--- src/rtl/multicycle_control.sv ---
// -----------------------------------------------------------------------------
// multicycle_control
//
// Control FSM for a multicycle RISC-V subset core (lw, sw, R-type ALU,
// I-type ALU, beq, jal). It sequences each instruction through
// fetch/decode/execute/writeback states and drives the datapath selects.
//
// Ports
//   clk          system clock, all state changes on the rising edge
//   rst          synchronous active-high reset
//   op           instr[6:0] opcode
//   funct3       instr[14:12]
//   funct7b5     instr[30], selects sub versus add for R-type
//   Zero         ALU zero flag, gates the branch PC update
//   PCWrite      PC load enable
//   AdrSrc       memory address select (0 = PC, 1 = ALUOut)
//   IRWrite      instruction register load enable
//   MemWrite     data memory write enable
//   RegWrite     register file write enable
//   ResultSrc    result select (00 ALUOut, 01 Data, 10 ALUResult)
//   ALUSrcA      ALU A select (00 PC, 01 OldPC, 10 rs1)
//   ALUSrcB      ALU B select (00 rs2, 01 ImmExt, 10 constant 4)
//   ImmSrc       immediate format (00 I, 01 S, 10 B, 11 J)
//   ALUControl   ALU function (000 add, 001 sub, 010 and, 011 or, 101 slt)
//   Illegal      sticky flag, set when an unsupported opcode is decoded
//   State        current state code, for debug
// -----------------------------------------------------------------------------
module multicycle_control #(
   parameter int STATE_WIDTH = 4
) (
   input  logic                   clk,
   input  logic                   rst,
   input  logic [6:0]             op,
   input  logic [2:0]             funct3,
   input  logic                   funct7b5,
   input  logic                   Zero,
   output logic                   PCWrite,
   output logic                   AdrSrc,
   output logic                   IRWrite,
   output logic                   MemWrite,
   output logic                   RegWrite,
   output logic [1:0]             ResultSrc,
   output logic [1:0]             ALUSrcA,
   output logic [1:0]             ALUSrcB,
   output logic [1:0]             ImmSrc,
   output logic [2:0]             ALUControl,
   output logic                   Illegal,
   output logic [STATE_WIDTH-1:0] State
);

   typedef enum logic [3:0] {
      S_FETCH    = 4'd0,
      S_DECODE   = 4'd1,
      S_MEMADR   = 4'd2,
      S_MEMREAD  = 4'd3,
      S_MEMWB    = 4'd4,
      S_MEMWRITE = 4'd5,
      S_EXECR    = 4'd6,
      S_EXECI    = 4'd7,
      S_ALUWB    = 4'd8,
      S_BEQ      = 4'd9,
      S_JAL      = 4'd10
   } state_e;

   typedef enum logic [1:0] {
      ALUOP_ADD   = 2'd0,
      ALUOP_SUB   = 2'd1,
      ALUOP_FUNCT = 2'd2
   } alu_op_e;

   localparam logic [6:0] OP_LW   = 7'b0000011;
   localparam logic [6:0] OP_SW   = 7'b0100011;
   localparam logic [6:0] OP_RTYP = 7'b0110011;
   localparam logic [6:0] OP_ITYP = 7'b0010011;
   localparam logic [6:0] OP_BEQ  = 7'b1100011;
   localparam logic [6:0] OP_JAL  = 7'b1101111;

   state_e  state_q, state_d;
   logic    illegal_q, illegal_d;
   alu_op_e alu_op;
   logic    pc_write_raw, ir_write_raw, reg_write_raw, mem_write_raw;

   // State and sticky illegal flag; reset wins over any pending transition.
   always_ff @(posedge clk) begin
      if (rst) begin
         state_q   <= S_FETCH;
         illegal_q <= 1'b0;
      end else begin
         state_q   <= state_d;
         illegal_q <= illegal_d;
      end
   end

   // Next-state logic. Unused codes fall into the default and recover to FETCH.
   always_comb begin
      state_d   = S_FETCH;
      illegal_d = illegal_q;
      case (state_q)
         S_FETCH:  state_d = S_DECODE;
         S_DECODE: begin
            case (op)
               OP_LW, OP_SW: state_d = S_MEMADR;
               OP_RTYP:      state_d = S_EXECR;
               OP_ITYP:      state_d = S_EXECI;
               OP_BEQ:       state_d = S_BEQ;
               OP_JAL:       state_d = S_JAL;
               default: begin
                  state_d   = S_FETCH;
                  illegal_d = 1'b1;
               end
            endcase
         end
         S_MEMADR:   state_d = (op == OP_LW) ? S_MEMREAD : S_MEMWRITE;
         S_MEMREAD:  state_d = S_MEMWB;
         S_EXECR,
         S_EXECI,
         S_JAL:      state_d = S_ALUWB;
         default:    state_d = S_FETCH;
      endcase
   end

   // Moore outputs per state. PCWrite in BEQ is the only input-dependent term.
   always_comb begin
      pc_write_raw  = 1'b0;
      ir_write_raw  = 1'b0;
      reg_write_raw = 1'b0;
      mem_write_raw = 1'b0;
      AdrSrc        = 1'b0;
      ResultSrc     = 2'b00;
      ALUSrcA       = 2'b00;
      ALUSrcB       = 2'b00;
      alu_op        = ALUOP_ADD;
      case (state_q)
         S_FETCH: begin
            ir_write_raw = 1'b1;
            pc_write_raw = 1'b1;
            ALUSrcB      = 2'b10;
            ResultSrc    = 2'b10;
         end
         S_DECODE: begin
            ALUSrcA = 2'b01;
            ALUSrcB = 2'b01;
         end
         S_MEMADR: begin
            ALUSrcA = 2'b10;
            ALUSrcB = 2'b01;
         end
         S_MEMREAD: begin
            AdrSrc = 1'b1;
         end
         S_MEMWB: begin
            ResultSrc     = 2'b01;
            reg_write_raw = 1'b1;
         end
         S_MEMWRITE: begin
            AdrSrc        = 1'b1;
            mem_write_raw = 1'b1;
         end
         S_EXECR: begin
            ALUSrcA = 2'b10;
            alu_op  = ALUOP_FUNCT;
         end
         S_EXECI: begin
            ALUSrcA = 2'b10;
            ALUSrcB = 2'b01;
            alu_op  = ALUOP_FUNCT;
         end
         S_ALUWB: begin
            reg_write_raw = 1'b1;
         end
         S_BEQ: begin
            ALUSrcA      = 2'b10;
            alu_op       = ALUOP_SUB;
            pc_write_raw = Zero;
         end
         S_JAL: begin
            ALUSrcA      = 2'b01;
            ALUSrcB      = 2'b10;
            pc_write_raw = 1'b1;
         end
         default: begin
            pc_write_raw = 1'b0;
         end
      endcase
   end

   // ALU decoder. Subtract only for R-type (op[5]) with funct7b5 set, so
   // addi with a negative immediate whose bit 30 is 1 still adds.
   always_comb begin
      ALUControl = 3'b000;
      case (alu_op)
         ALUOP_SUB: ALUControl = 3'b001;
         ALUOP_FUNCT: begin
            case (funct3)
               3'b000:  ALUControl = (op[5] & funct7b5) ? 3'b001 : 3'b000;
               3'b010:  ALUControl = 3'b101;
               3'b110:  ALUControl = 3'b011;
               3'b111:  ALUControl = 3'b010;
               default: ALUControl = 3'b000;
            endcase
         end
         default: ALUControl = 3'b000;
      endcase
   end

   // Immediate format is decoded from the opcode regardless of state.
   always_comb begin
      ImmSrc = 2'b00;
      case (op)
         OP_SW:   ImmSrc = 2'b01;
         OP_BEQ:  ImmSrc = 2'b10;
         OP_JAL:  ImmSrc = 2'b11;
         default: ImmSrc = 2'b00;
      endcase
   end

   // Write enables are masked while reset is held so no architectural state
   // is disturbed during the reset cycle.
   assign PCWrite  = pc_write_raw  & ~rst;
   assign IRWrite  = ir_write_raw  & ~rst;
   assign RegWrite = reg_write_raw & ~rst;
   assign MemWrite = mem_write_raw & ~rst;
   assign Illegal  = illegal_q;
   assign State    = STATE_WIDTH'(state_q);

endmodule

--- config.mk ---
export PLATFORM = sky130hd
export DESIGN_NAME = multicycle_control
export DESIGN_NICKNAME = d
export VERILOG_FILES = /design/src/rtl/multicycle_control.sv
export SDC_FILE = /design/constraint.sdc
export NUM_CORES = 1
export LEC_CHECK = 0
export CAP_MARGIN = 30
export CORE_UTILIZATION = 38
export DETAILED_ROUTE_END_ITERATION = 8
export PLACE_DENSITY = 0.89
export SYNTH_ARGS = -nofsm -noshare
export SYNTH_HDL_FRONTEND = slang
export SYNTH_SLANG_ARGS = --single-unit
--- constraint.sdc ---
create_clock -name clk -period 3.7 [get_ports clk]
set_input_delay 0.555 -clock clk [delete_from_list [all_inputs] [get_ports clk]]
set_output_delay 0.555 -clock clk [all_outputs]
set_load 0.01 [all_outputs]
==> summary.txt, run 1 <==
Power and ir drop
  • Switching share of power: 27.8%
  • Clock power frac: 35.4%
  • Logic gate share of total power: 30.9%
  • Worst IR Drop VDD: 171 uV
  • PwrDens: 198 mW/mm^2
  • Sw power: 0.0504 mW
  • Int Pwr: 0.131 mW
  • Pwr Total: 0.181 mW
  • Sequential power share: 33.7%
  • Leak: 0.323 nW

Routing
  • DRT iter0 DRCs: 9
  • ANT nets after route: 0
  • Detailed Route WL: 1630 um
  • Avg Vias per Cell: 5.39
  • Via count: 706
  • Detailed Routing Iterations Pass 1: 4
  • Wire per inst: 12.5 um
  • # DRC: 0

Synthesis
  • Post-Synth XOR/XNOR Area: 6.21%
  • Synth Net Count: 98
  • Post-Synth Simple-Gate Area: 45.5%
  • Mux cell area share after synthesis: 0%
  • Yosys reg bits: 5
  • Synth Area in Compound Gates: 15.5%
  • Library cells used by synthesis: 29
  • Gate Count Post-Synth: 82
  • Synthesized cell area: 564 um^2
  • Syn_area_per_cell: 6.88 um^2
  • Synth warn: 0
  • Adder-cell share of the synthesized area: 4.43%
  • Main combinational cell family by area after synthesis: simple AND/OR/NAND/NOR gates
  • Sequential fraction of the synthesis area: 17.7%

Finish
  • Commonest non-fill, non-tap cell in the layout: clkdlybuf4s50_1
  • Area Growth Syn to Fin: 62.3%
  • Final Net Count: 133
  • Ant. Diodes: 0
  • Ratio of cells with drive above 1 in the final layout: 5.17%
  • Most frequent cells in the layout: clkdlybuf4s50_1 (34), nor2_1 (9), nor3_1 (8)

Timing
  • Min cycle time layout: 2.98 ns
  • Max frequency: 336 MHz
  • Final period utilization: 80.4%
  • Worst Skew: 0.00457 ns
  • RSZ-0062 raised after global routing: no
  • Fin. max-slew vios: 0
  • Final Hold Vio Count: 0
  • Slew HR: 64.9%
  • Final Setup Violations: 0
  • Slew @ Worst Pin: 0.526 ns
  • Final setup TNS: 0 ns

Global route
  • Vias in the first global route: 573
  • Pin count of the biggest net entering global routing: 18
  • First-pass GRT wire length: 2450 um
  • All-Layer GR Usage: 22.8%
  • Initial antenna violation count: 0
  • Gr ovfl total: 0

Setup path
  • Worst-path maximum fanout: 17
  • Crit start category: flip-flop
  • Critical path, cell by cell: nor2b_1 -> nand3_1 -> inv_1 -> ha_1 -> nor4_1 -> clkdlybuf4s50_1
  • Arr. time, crit path: 2.42 ns
  • FF-to-FF End: State[1]
  • R2r worst-path depth: 4
  • Worst Path Class, Setup: flip-flop to output pin
  • Critical Path Stages: 6
  • R2R Setup Slk: 2.31 ns
  • CP endpoint kind: output pin
  • Cell family with most CP delay: buffers and inverters
  • CP required: 3.14 ns
  • Critical-path top delay cell: dfxtp_1
  • Worst path bufs/invs: 2
  • Max incr delay on CP: 0.63 ns
  • Crit Reg-Reg Startpoint: State[0]

CTS
  • Num CTS Buffers: 3
  • Root Buffer: clkbuf_4
  • Number of hold buffers added after CTS: 0
  • Post-CTS Resized: 0
  • H-tree depth: 1
  • Setup bufs post-CTS: 0
  • Reg clk slew, reported paths: 0.04 ns
  • Clock buffer depth: 2
  • CTS Sinks: 5
  • TritonCTS clock tree: done
  • Worst-skew pair later-pin latency: 0.25 ns

Worst hold path
  • Worst hold path stage count: 2
  • Hold endpoint: Illegal
  • Hold Crit Class: flip-flop to flip-flop
  • HP Start: Illegal

Place
  • Final GP Congestion: 0.769
  • Hpwl dp: 1230 um
  • IO buf count: 34

Outcome
  • Outcome: complete, no violations

Run
  • Maxcap violations: 0

Floorplanning
  • Initial Util: 42.3%
  • Die width: 40.5 um
  • Cell Rows: 13
  • Die area: 0.00164 mm^2
  • Core Box Area: 0.00133 mm^2
  • IO Pins: 35
  • Die height: 40.5 um
-- final cells by class --
type	instances	area (um^2)
inverter	5	18.8
clock buffer	4	26.3
timing repair buffer	35	348
fill	113	418
tap	15	18.8
sequential	5	100
multi-input combinational	67	404
-- kinds of logic after synthesis --
family	count (synthesis)
buffers and inverters	10
AOI/OAI and AO/OA	14
and+or+nand+nor	47
xor gates and xnor gates	4
adders and majority gates	2
DFF	5
-- cells in the mapped netlist --
| master | count | area share, % |
|---|---|---|
| o221a_1 | 1 | 2.0 |
| nand3b_1 | 2 | 2.7 |
| buf_4 | 2 | 2.7 |
| a21oi_1 | 6 | 5.3 |
| o21ai_0 | 3 | 2.7 |
| ha_1 | 2 | 4.4 |
| buf_6 | 2 | 4.0 |
| o22ai_1 | 1 | 1.1 |
| inv_1 | 5 | 3.3 |
| xnor2_1 | 2 | 3.1 |
| clkbuf_1 | 1 | 0.66 |
| nor3_1 | 8 | 7.1 |
| nor4b_1 | 1 | 1.6 |
| nand2b_1 | 4 | 4.4 |
| nand4_1 | 1 | 1.1 |
| nand3_1 | 5 | 4.4 |
| nor2b_1 | 2 | 2.2 |
| or4_4 | 1 | 2.0 |
| xor2_1 | 2 | 3.1 |
| a31oi_1 | 1 | 1.1 |
| and3_1 | 1 | 1.1 |
| nor3b_1 | 3 | 4.0 |
| dfxtp_1 | 5 | 18 |
| nor4_1 | 4 | 4.4 |
| nor2_1 | 9 | 6.0 |
| or3_1 | 1 | 1.1 |
| o31a_1 | 1 | 1.6 |
| a21bo_2 | 1 | 1.8 |
| nand2_1 | 5 | 3.3 |
-- power groups by stage --
| stage | logic (mW) | clock network, mW | registers, mW |
|---|---|---|---|
| after detailed placement | 0.0557 | 0 | 0.0619 |
| final | 0.0560 | 0.0641 | 0.0610 |
| after global placement | 0.0546 | 0 | 0.0615 |
| after floorplan | 0.0215 | 0 | 0.0602 |
| after CTS | 0.0559 | 0.0669 | 0.0609 |
| after global routing | 0.0610 | 0.0727 | 0.0615 |
-- layer usage --
| layer | routed length [um] | up-vias | track usage (%) |
|---|---|---|---|
| met5 | 0 | - | 0 |
| li1 | - | 362 | - |
| met3 | 98 | 2 | 7.22 |
| met4 | 15 | 0 | 7.50 |
| met2 | 815 | 31 | 40.1 |
| met1 | 705 | 311 | 25.6 |
-- stage by stage --
stage          worst slack (ns)  area, um^2  instances  utilization, %  hold WS (ns)
2_1_floorplan              1.49         564         82               -         0.493
3_3_place_gp              0.832         890        127            66.7         0.466
3_5_place_dp              0.818         890        127            66.7         0.473
4_1_cts                   0.719         916        131            68.7         0.477
5_1_grt                   0.503         916        131            68.7         0.497
6_report                  0.725         916        131            68.7         0.481
-- flip-flops by register name, summed over array words and instances (netlist names) --
signal   count
Illegal      1
State        4
-- worst max-delay path by stage --
stage               startpoint            end  slack (ns)
CTS                   State[0]  ALUControl[2]        0.72
floorplan             State[0]  ALUControl[2]        1.49
detailed placement       op[2]      ImmSrc[0]        0.82
finish                State[0]  ALUControl[2]        0.72
global route          State[0]  ALUControl[2]        0.50
global placement         op[2]      ImmSrc[0]        0.83
-- worst reg2reg max path, delay by kind of cell (launching register included) --
family                 cells  cell delay (ns)
buffers and inverters      1             0.18
AO/OA/AOI/OAI              1             0.15
flip-flops                 1             0.63
AND/OR/NAND/NOR            2             0.35
No activity file was read; power rests on OpenSTA's default activity.
==> run 2: changes to the inputs <==
--- a/config.mk
+++ b/config.mk
@@ -6,9 +6,9 @@
 export NUM_CORES = 1
 export LEC_CHECK = 0
 export CAP_MARGIN = 30
-export CORE_UTILIZATION = 38
+export CORE_UTILIZATION = 36
 export DETAILED_ROUTE_END_ITERATION = 8
-export PLACE_DENSITY = 0.89
+export PLACE_DENSITY = 0.86
 export SYNTH_ARGS = -nofsm -noshare
 export SYNTH_HDL_FRONTEND = slang
 export SYNTH_SLANG_ARGS = --single-unit
==> constraint.sdc (replaced) <==
create_clock -name clk -period 3.1 [get_ports clk]
set_input_delay 0.465 -clock clk [delete_from_list [all_inputs] [get_ports clk]]
set_output_delay 0.465 -clock clk [all_outputs]
set_load 0.01 [all_outputs]
==> summary.txt, run 2 (synthesis results as in run 1) <==
Routing
  • ANT nets after route: 0
  • Routed length on met2: 787 um
  • DRT iter0 DRCs: 14
  • Detailed Route WL: 1570 um
  • DR top layer: met3
  • Post-Route M1 WL: 691 um
  • Detailed Routing Iterations Pass 1: 4
  • Met3 wire length: 87 um
  • Via count: 726
  • Wire per inst: 11.8 um
  • Avg Vias per Cell: 5.46
  • # DRC: 0

Finish
  • Post-Route Utilization: 67.3%
  • Largest register FFs: 4
  • Area Growth Syn to Fin: 65.0%
  • Design area: 931 um^2
  • Ant. Diodes: 0
  • Non-Filler Instances: 133
  • Commonest non-fill, non-tap cell in the layout: clkdlybuf4s50_1
  • Final Net Count: 135
  • Filler instances: 133
  • Ratio of cells with drive above 1 in the final layout: 6.78%
  • FF+latch area: 100 um^2
  • Area of the multi-input gates: 404 um^2
  • Most frequent cells in the layout: clkdlybuf4s50_1 (34), nor2_1 (9), nor3_1 (8)

Run
  • Maxcap violations: 0

Place
  • Final GP Congestion: 0.793
  • Placed instance area: 905 um^2
  • IO buf count: 34
  • Hpwl dp: 1220 um
  • Post-Place Cells: 129

Power and ir drop
  • Int Pwr: 0.157 mW
  • PwrDens: 232 mW/mm^2
  • Clock power frac: 34.9%
  • Switching share of power: 27.1%
  • Sequential power share: 31.9%
  • Worst IR Drop VDD: 241 uV
  • Logic gate share of total power: 33.2%
  • Sw power: 0.0584 mW
  • Leak: 0.333 nW

Setup path
  • R2r worst-path depth: 4
  • Worst setup path endpoint: ALUControl[2]
  • CP required: 2.63 ns
  • Worst-path maximum fanout: 16
  • Crit Reg-Reg Startpoint: State[1]
  • Crit path launch: State[1]
  • Crit start category: flip-flop
  • Worst Path Class, Setup: flip-flop to output pin
  • Arr. time, crit path: 2.38 ns
  • FF-to-FF End: State[1]
  • R2R Setup Slk: 1.80 ns
  • CP endpoint kind: output pin

CTS
  • H-tree depth: 1
  • Worst-skew pair later-pin latency: 0.24 ns
  • Post-CTS Resized: 0
  • Number of hold buffers added after CTS: 0
  • TritonCTS clock tree: done
  • CTS Sinks: 5
  • Setup bufs post-CTS: 0
  • Clock buffer depth: 2
  • Reg clk slew, reported paths: 0.05 ns
  • Root Buffer: clkbuf_4
  • Num CTS Buffers: 3

Timing
  • Final setup TNS: 0 ns
  • Worst Skew: 0.00679 ns
  • Fin Hold WS: 0.476 ns
  • Slew HR: 64.8%
  • Max frequency: 352 MHz
  • Final Hold Vio Count: 0
  • Final period utilization: 91.7%
  • Min cycle time layout: 2.84 ns
  • Fin. max-slew vios: 0
  • Slew @ Worst Pin: 0.528 ns
  • RSZ-0062 raised after global routing: no
  • Final Setup Violations: 0

Floorplanning
  • Die height: 41.6 um
  • Initial Util: 40.8%
  • Core Box Area: 0.00138 mm^2
  • Die area: 0.00173 mm^2
  • Cell Rows: 13
  • Die width: 41.6 um
  • IO Pins: 35

Global route
  • All-Layer GR Usage: 18.0%
  • Initial antenna violation count: 0
  • Vias in the first global route: 627
  • Gr ovfl total: 0
  • First-pass GRT wire length: 2530 um
  • Pin count of the biggest net entering global routing: 17

Outcome
  • Outcome: complete, no violations

Worst hold path
  • Hold Crit Class: flip-flop to flip-flop
run 2: changes by cell type in the layout (fill, tap and decap cells not counted):
cell,delta
buf_4,+2
run 2: power by group through the flow:
| stage | Clock, mW | Sequential, mW | Combinational (mW) |
|---|---|---|---|
| finish | 0.0752 | 0.0687 | 0.0717 |
| global route | 0.0787 | 0.0690 | 0.0775 |
| detailed placement | 0 | 0.0698 | 0.0712 |
| floorplan | 0 | 0.0719 | 0.0256 |
| CTS | 0.0790 | 0.0687 | 0.0714 |
| global placement | 0 | 0.0697 | 0.0697 |
run 2: worst min path at each step:
| stage | start | slack, ns | end | depth (start not counted) |
|---|---|---|---|---|
| global placement | Illegal | 0.46 | Illegal | 2 |
| detailed placement | Illegal | 0.47 | Illegal | 2 |
| global route | Illegal | 0.51 | Illegal | 2 |
| finish | Illegal | 0.48 | Illegal | 2 |
| floorplan | Illegal | 0.49 | Illegal | 2 |
| CTS | Illegal | 0.48 | Illegal | 2 |
run 2: final cells by class:
| class | instances | share of cell area, % |
|---|---|---|
| Timing Repair Buffer | 37 | 39.0 |
| Clock buffer | 4 | 2.82 |
| Tap cell | 15 | 2.02 |
| Multi-Input combinational cell | 67 | 43.4 |
| Sequential cell | 5 | 10.8 |
| Inverter | 5 | 2.02 |
run 2: per-stage QoR:
stage	worst slack (ns)	total power, mW
after floorplan	0.977	0.0976
after global placement	0.422	0.139
after detailed placement	0.407	0.141
after CTS	0.225	0.219
after global routing	0.0435	0.225
final	0.258	0.216
run 2: routing by layer:
metal	vias up	GRT usage (%)
met4	0	3.87
met2	31	34.1
met1	330	21.1
met3	0	2.61
li1	365	-
met5	-	0
run 2: critical path: stages (launching register included):
cell and delay, ns:
dfxtp_1 0.64, nor2b_1 0.14, nand3_1 0.15, inv_1 0.06, ha_1 0.30, nor4_1 0.26
clkdlybuf4s50_1 0.59
